[src/rtl/fib_run_ctrl.sv]
// Fibonacci run sequencer: prescaled step tick, term limit / overflow stop,
// pause/resume on switch, and one-cycle IRQ pulses on DONE and OVF entry.
module fib_run_ctrl #(
    parameter int VALUE_WIDTH = 30,
    parameter int CLOCK_WIDTH = 6,
    parameter int COUNT_WIDTH = 16
) (
    input  logic                   wb_clk_i,
    input  logic                   reset,
    input  logic                   switch,
    input  logic [CLOCK_WIDTH-1:0] clock_sel,
    input  logic                   start,
    input  logic                   stop,
    input  logic [COUNT_WIDTH-1:0] term_limit,
    output logic [VALUE_WIDTH-1:0] fib_value,
    output logic [COUNT_WIDTH-1:0] term_count,
    output logic [2:0]             state_o,
    output logic                   busy,
    output logic                   irq_done,
    output logic                   irq_ovf
);

    localparam int PW = CLOCK_WIDTH - 1;

    typedef enum logic [2:0] {
        S_IDLE  = 3'd0,
        S_RUN   = 3'd1,
        S_PAUSE = 3'd2,
        S_DONE  = 3'd3,
        S_OVF   = 3'd4
    } state_t;

    state_t                 state_q, state_d;
    logic [VALUE_WIDTH-1:0] cur_q, cur_d, nxt_q, nxt_d;
    logic [COUNT_WIDTH-1:0] cnt_q, cnt_d, limit_q, limit_d;
    logic [PW-1:0]          presc_q, presc_d;
    logic                   busy_q, busy_d;
    logic                   irq_done_q, irq_done_d;
    logic                   irq_ovf_q, irq_ovf_d;

    logic [PW-1:0]          tick_mask;
    logic                   sel_any;
    logic                   tick;
    logic                   start_ok;
    logic [VALUE_WIDTH:0]   sum;
    logic [COUNT_WIDTH-1:0] cnt_inc;

    // Mask covers the prescaler bits below the lowest set select bit.
    always_comb begin
        tick_mask = '0;
        sel_any   = 1'b0;
        for (int i = CLOCK_WIDTH - 1; i >= 0; i--) begin
            if (clock_sel[i]) begin
                sel_any   = 1'b1;
                tick_mask = PW'((32'd1 << i) - 32'd1);
            end
        end
    end

    assign tick     = (state_q == S_RUN) && sel_any && ((presc_q & tick_mask) == tick_mask);
    assign start_ok = start && switch && !stop;
    assign sum      = {1'b0, cur_q} + {1'b0, nxt_q};
    assign cnt_inc  = (cnt_q == '1) ? cnt_q : cnt_q + 1'b1;

    always_comb begin
        state_d = state_q;
        cur_d   = cur_q;
        nxt_d   = nxt_q;
        cnt_d   = cnt_q;
        limit_d = limit_q;
        presc_d = presc_q;
        if (state_q == S_RUN) begin
            presc_d = presc_q + 1'b1;
        end

        if (stop && (state_q != S_IDLE)) begin
            state_d = S_IDLE;
        end else if (start_ok) begin
            state_d = S_RUN;
            cur_d   = '0;
            nxt_d   = {{(VALUE_WIDTH-1){1'b0}}, 1'b1};
            cnt_d   = '0;
            limit_d = term_limit;
            presc_d = '0;
        end else begin
            case (state_q)
                S_RUN: begin
                    if (tick && sum[VALUE_WIDTH]) begin
                        state_d = S_OVF;
                    end else begin
                        if (tick) begin
                            cur_d = nxt_q;
                            nxt_d = sum[VALUE_WIDTH-1:0];
                            cnt_d = cnt_inc;
                        end
                        // A completing step wins over a falling switch.
                        if (tick && (limit_q != '0) && (cnt_inc == limit_q)) begin
                            state_d = S_DONE;
                        end else if (!switch) begin
                            state_d = S_PAUSE;
                        end
                    end
                end
                S_PAUSE: begin
                    if (switch) begin
                        state_d = S_RUN;
                    end
                end
                default: begin
                end
            endcase
        end

        busy_d     = (state_d == S_RUN) || (state_d == S_PAUSE);
        irq_done_d = (state_d == S_DONE) && (state_q != S_DONE);
        irq_ovf_d  = (state_d == S_OVF) && (state_q != S_OVF);
    end

    always_ff @(posedge wb_clk_i or posedge reset) begin
        if (reset) begin
            state_q    <= S_IDLE;
            cur_q      <= '0;
            nxt_q      <= {{(VALUE_WIDTH-1){1'b0}}, 1'b1};
            cnt_q      <= '0;
            limit_q    <= '0;
            presc_q    <= '0;
            busy_q     <= 1'b0;
            irq_done_q <= 1'b0;
            irq_ovf_q  <= 1'b0;
        end else begin
            state_q    <= state_d;
            cur_q      <= cur_d;
            nxt_q      <= nxt_d;
            cnt_q      <= cnt_d;
            limit_q    <= limit_d;
            presc_q    <= presc_d;
            busy_q     <= busy_d;
            irq_done_q <= irq_done_d;
            irq_ovf_q  <= irq_ovf_d;
        end
    end

    assign fib_value  = cur_q;
    assign term_count = cnt_q;
    assign state_o    = state_q;
    assign busy       = busy_q;
    assign irq_done   = irq_done_q;
    assign irq_ovf    = irq_ovf_q;

endmodule

[config.mk]
export PLATFORM = sky130hd
export DESIGN_NAME = fib_run_ctrl
export DESIGN_NICKNAME = d
export VERILOG_FILES = /design/src/rtl/fib_run_ctrl.sv
export SDC_FILE = /design/constraint.sdc
export NUM_CORES = 1
export LEC_CHECK = 0
export ABC_AREA = 1
export CAP_MARGIN = 20
export CORE_UTILIZATION = 60
export CTS_CLUSTER_DIAMETER = 150
export DETAILED_ROUTE_END_ITERATION = 8
export GPL_ROUTABILITY_DRIVEN = 0
export PLACE_DENSITY = 0.85
export SETUP_SLACK_MARGIN = 0.5
export SKIP_CTS_REPAIR_TIMING = 1
export SLEW_MARGIN = 20
export SYNTH_ARGS = -nofsm -noshare
export SYNTH_HDL_FRONTEND = slang
export SYNTH_SLANG_ARGS = --single-unit
[constraint.sdc]
create_clock -name wb_clk_i -period 5.18 [get_ports wb_clk_i]
set_input_delay 1.036 -clock wb_clk_i [delete_from_list [all_inputs] [get_ports wb_clk_i]]
set_output_delay 1.036 -clock wb_clk_i [all_outputs]
set_load 0.03 [all_outputs]
Yosys cells after proc, flatten, opt, wreduce, memory -nomap -nowiden
Index checks and enable logic that the tools add are counted.

storage, ports and cells
  input port bits = 27
  latch bits = 0
  memory bits (writable) = 0
  ROM bits = 0
  output and inout port bits = 52
  memories = 0
  flip-flop bits (word level) = 103
  word-level logic and storage cells = 79

operators by class
  div/mod/pow operators = 0
  shifts and indexed selects = 0
  bitwise logic cells = 2
  reduce and logical (&&, ||, !) cells = 18
  add/sub/neg operators = 3
  multiply operators = 0
  muxes and demuxes = 35
  equality and inequality tests = 12
  magnitude comparators = 0

operator list
  kind                                                    number
  two-way mux 30 bit                                      8
  two-way mux 16 bit                                      5
  two-way mux 5 bit                                       9
  adder 30 x 30 -> 31 bit                                 1
  two-way mux 3 bit                                       6
  adder 16 x 1 -> 16 bit (second input constant)          1
  == test 16 bit                                          1
  == test 16 bit (second input constant)                  1
  nonzero test 16 bit                                     1
  logical AND 1 bit                                       10
  == test 3 x 2 -> 1 bit (second input constant)          3
  == test 3 x 1 -> 1 bit (second input constant)          2
  two-way mux 1 bit                                       6
  one-hot mux 3 bit (2 select lines)                      1
  adder 5 x 1 -> 5 bit (second input constant)            1
  bitwise AND 5 bit                                       1
  == test 5 bit                                           1
  AND reduction 4 bit                                     1
  nonzero test 2 bit                                      2
  == test 3 bit (second input constant)                   1
  inequality test 3 x 2 -> 1 bit (second input constant)  1
  inequality test 3 bit (second input constant)           1
  nonzero test 3 bit                                      1
  inequality test 2 bit (second input constant)           1
  4 further kinds                                         4

Logic depth before layout (Yosys ltp)
  depth after elaboration = 18
  gate-level depth with buffers = 20
  mapped depth without buffers = 20

Least setup slack after synthesis
OpenSTA, ideal clock, no wires.

  path kind = flip-flop to flip-flop
  start = register cur_q[0] (netlist: fib_value[0])
  end = register nxt_q[13]
  arrival time = 2.568 ns
  setup time = 0.141 ns
  setup slack = 2.471 ns
  data required time = 5.039 ns
  clock period less this slack = 2.709 ns
  path buffers = 1
  cell stages (with the launch flop) = 13
  cell sequence = dfrtp_1 -> ha_1 -> inv_1 -> fa_1 -> o21ai_1 -> a21oi_2 -> o21ai_2 -> a21oi_1 -> o21ai_1 -> nor2_1 -> nand2_1 -> clkbuf_1 -> o22ai_1

between the ends
  longest elaborated chain between the ends = 5

RTL lines
  what                       RTL line  text
  start: declaration         34        logic [VALUE_WIDTH-1:0] cur_q, cur_d, nxt_q, nxt_d;
  start signal: assignment   132       cur_q <= cur_d;
  adder 30 x 30 -> 31 bit *  62        assign sum = {1'b0, cur_q} + {1'b0, nxt_q};
  two-way mux 30 bit         91        if (tick) begin
  two-way mux 30 bit         88        if (tick && sum[VALUE_WIDTH]) begin
  two-way mux 30 bit         86        case (state_q)
  two-way mux 30 bit         78        end else if (start_ok) begin
  end signal: assignment     123       nxt_q <= {{(VALUE_WIDTH-1){1'b0}}, 1'b1};
  end signal: assignment     133       nxt_q <= nxt_d;
  end: declaration           34

Mark *: on every way between the ends. The rest lies on a longest branch, timed or not. The select of a mux whose other input is x is not followed.
A chain may end at the register's enable or synchronous reset.

Worst setup path after layout
  start = register nxt_q[0]
  end = register nxt_q[25]

between the ends
  longest elaborated chain between the ends = 5

RTL lines
  what                       RTL line
  adder 30 x 30 -> 31 bit *  62
  two-way mux 30 bit         91
  two-way mux 30 bit         88
  two-way mux 30 bit         86
  two-way mux 30 bit         78

Marked as above.

==> qor.yml <==
critical_path:
  critPathArrivalTime_ns: 3.81
  crit_family: "compound AO/OA/AOI/OAI gates"
  crit_chain: "ha_1, inv_1, fa_1, o21ai_1, a21oi_2, o21ai_2, a21oi_1, o21ai_1, nor2_1, nor2_2, buf_4, inv_2, o21ai_0"
  path_max_fanout: 41
  startpoint_type: "flip-flop"
  worst-setup-path-type: "flip-flop to flip-flop"
  critical_path_buf_inv_count: 3
  critPathSlowestCell: "dfstp_2"
  cp-startpoint: "nxt_q[0]"
  slowest_delay_ns: 0.54
  worst_path_most_repeated_cell: "o21ai_1"
  end_kind: "flip-flop"
  crit_required_ns: 5.46
  rr_startpoint: "nxt_q[0]"
sta:
  setup_viol_count_final: 0
  fin_worst_skew_ns: 0.0160
  drv_slew: 0
  fin_crit_ns: 3.53
  fmax_mhz: 283
  setup_ws_ns: 1.65
  slew_headroom_pct: 41.0
  tightest_slew_ns: 0.885
  rsz0062_at_grt: "no"
  hold_viol: 0
  fin_crit_sh_pct: 68.1
  setup-tns-final_ns: 0
status:
  status: "completed"
drt:
  wl_um: 15200
  drt_iter0_drc: 406
  first_pass_iters: 7
  ant_nets: 0
  wl_per_cell_um: 14.7
  drt-vias-per-instance: 5.75
  vias: 5926
  drc_errors: 0
final_layout:
  drive_gt1_share_pct: 5.02
  syn_to_final_growth_pct: 17.9
  layout_common_cells: "203 x nand2_1, 102 x dfrtp_1, 96 x inv_1"
  fill_cells: 769
  antenna_cells: 0
  final_common_cell: "nand2_1"
  nNetsFinal: 952
grt:
  gr-usage-all-layers_pct: 29.2
  grt_overflow_total: 0
  grt_pass1_wl_um: 25700
  grt_pass1_vias: 5802
  antenna_found_initial: 0
  grt_max_degree: 73
floorplan:
  pin_count: 79
  die_w_um: 104
  die_y_um: 104
  dieArea_um2: 10900
  initial_utilization_pct: 63.0
  core-area_um2: 9950
  rows: 36
pwr:
  peakVddDrop_mv: 0.217
  leakagePower_nw: 3.49
  p_per_area_nw_per_um2: 424
synthesis:
  async_flop_share_pct: 100
  avgSynthCellArea_um2: 7.66
  syn_area_um2: 6270
  ys_seq_area_share_pct: 41.1
  yosysUniqueCellTypes: 43
  synth_fp_nets: 879
  synth-edff-count: 0
  synth-seq-cells: 103
  synth_area_leaders: "dfrtp_1 41%, nand2_1 12%, o21ai_0 6.8%, ha_1 6.4%, inv_1 5.8%"
  ys_warn_count: 0
  syn_inst: 819
  synth_top_area_share_pct: 40.7
  synth_top_cell_by_area: "dfrtp_1"
  synth-main-ff-cell: "dfrtp_1"
min_path:
  hold_class: "flip-flop to flip-flop"
  hp-start: "nxt_q[0]"
clocking:
  numCtsBuffers: 9
  clock_path_buffers: 2
  cts.clk_slew.worst_paths_ns: 0.10
  clkLatencyLatePin_ns: 0.38
  cts.sinks: 103
  root_buffer: "clkbuf_8"
  htreeDepth: 3
  cts_tree: "built"
placement:
  place_ws_ns: 1.65
  dp_hpwl_um: 11100
  port_buffers: 78
run:
  maxCapViolations: 0
-- registers in the layout, summed over array words and instances, names as in the netlist --
signal / flops
fib_value: 30
presc_q: 5
state_o: 3
limit_q: 16
nxt_q: 30
busy: 1
term_count: 16
irq_done: 1
irq_ovf: 1
-- where the power goes --
group          switching, mW  internal (mW)  total [mW]  leakage [nW]
Sequential             0.172           1.01        1.19          1.39
Combinational          0.858          0.511        1.37          1.99
Clock                  0.291          0.288       0.579         0.109
Total                   1.32           1.81        3.14          3.49
-- metrics by stage --
step,hold slack (ns),area (um2),power (mW),util [%],instances
final,0.514,7390,3.14,74.3,1030
after global routing,0.545,7390,3.34,74.3,1030
after CTS,0.517,7390,3.14,74.3,1030
after detailed placement,0.494,7160,2.55,72.0,1014
after global placement,0.480,7160,2.50,72.0,1014
after floorplan,0.457,6270,2.14,-,819
-- synth_stat cells, drive strengths merged (4+ instances only) --
| cell | count |
|---|---|
| nand4 | 18 |
| nand3 | 40 |
| a21oi | 45 |
| o21ai | 90 |
| clkbuf | 12 |
| xnor2 | 11 |
| nand2 | 207 |
| buf | 8 |
| inv | 100 |
| nor2 | 66 |
| o22ai | 29 |
| xor2 | 19 |
| ha | 32 |
| nor4 | 4 |
| a31oi | 5 |
| nor3 | 6 |
| a21o | 5 |
| dfrtp | 102 |
-- tightest hold or removal path: stages (launching register included) --
cell and delay, ns:
dfstp_2 0.38, inv_1 0.07, a21oi_1 0.06
-- metal layers --
| metal | part of all wire, % | up-vias | track usage, % |
|---|---|---|---|
| li1 | - | 2858 | - |
| met1 | 42 | 2746 | 36.2 |
| met2 | 49 | 263 | 50.0 |
| met3 | 5.4 | 59 | 4.57 |
| met4 | 3.4 | 0 | 13.4 |
| met5 | 0 | - | 0 |
-- path summary, 6_finish.rpt --
check | to | slack [ns] | cells after the start
worst min-delay path | nxt_q[0] | 0.51 | 2
worst max register to register | nxt_q[25] | 1.65 | 13
min in group asynchronous | state_o[1] | 1.18 | 2
worst max-delay path | nxt_q[25] | 1.65 | 13
max in group asynchronous | limit_q[14] | 3.04 | 3
worst min register to register | nxt_q[0] | 0.51 | 2
-- final cells by class --
class	count	area [um2]	area share, %
Clock buffer	10	138	1.86
Clock inverter	6	92.6	1.25
Inverter	101	383	5.18
Multi-Input combinational cell	595	3230	43.6
Sequential cell	103	2580	34.9
Tap cell	133	166	2.25
Timing Repair Buffer	82	811	11.0
-- cells by family (layout without fill, tap and decap cells) --
group / Yosys count / in the layout / share of synthesized area, %
DFF: 103 / 103 / 41.1
buffers and inverters: 121 / 199 / 7.52
xor gates and xnor gates: 30 / 30 / 4.19
adders and majority gates: 33 / 33 / 6.70
AOI/OAI and AO/OA: 189 / 189 / 16.9
and+or+nand+nor: 343 / 343 / 23.6
Power figures use the tool's default switching activity.
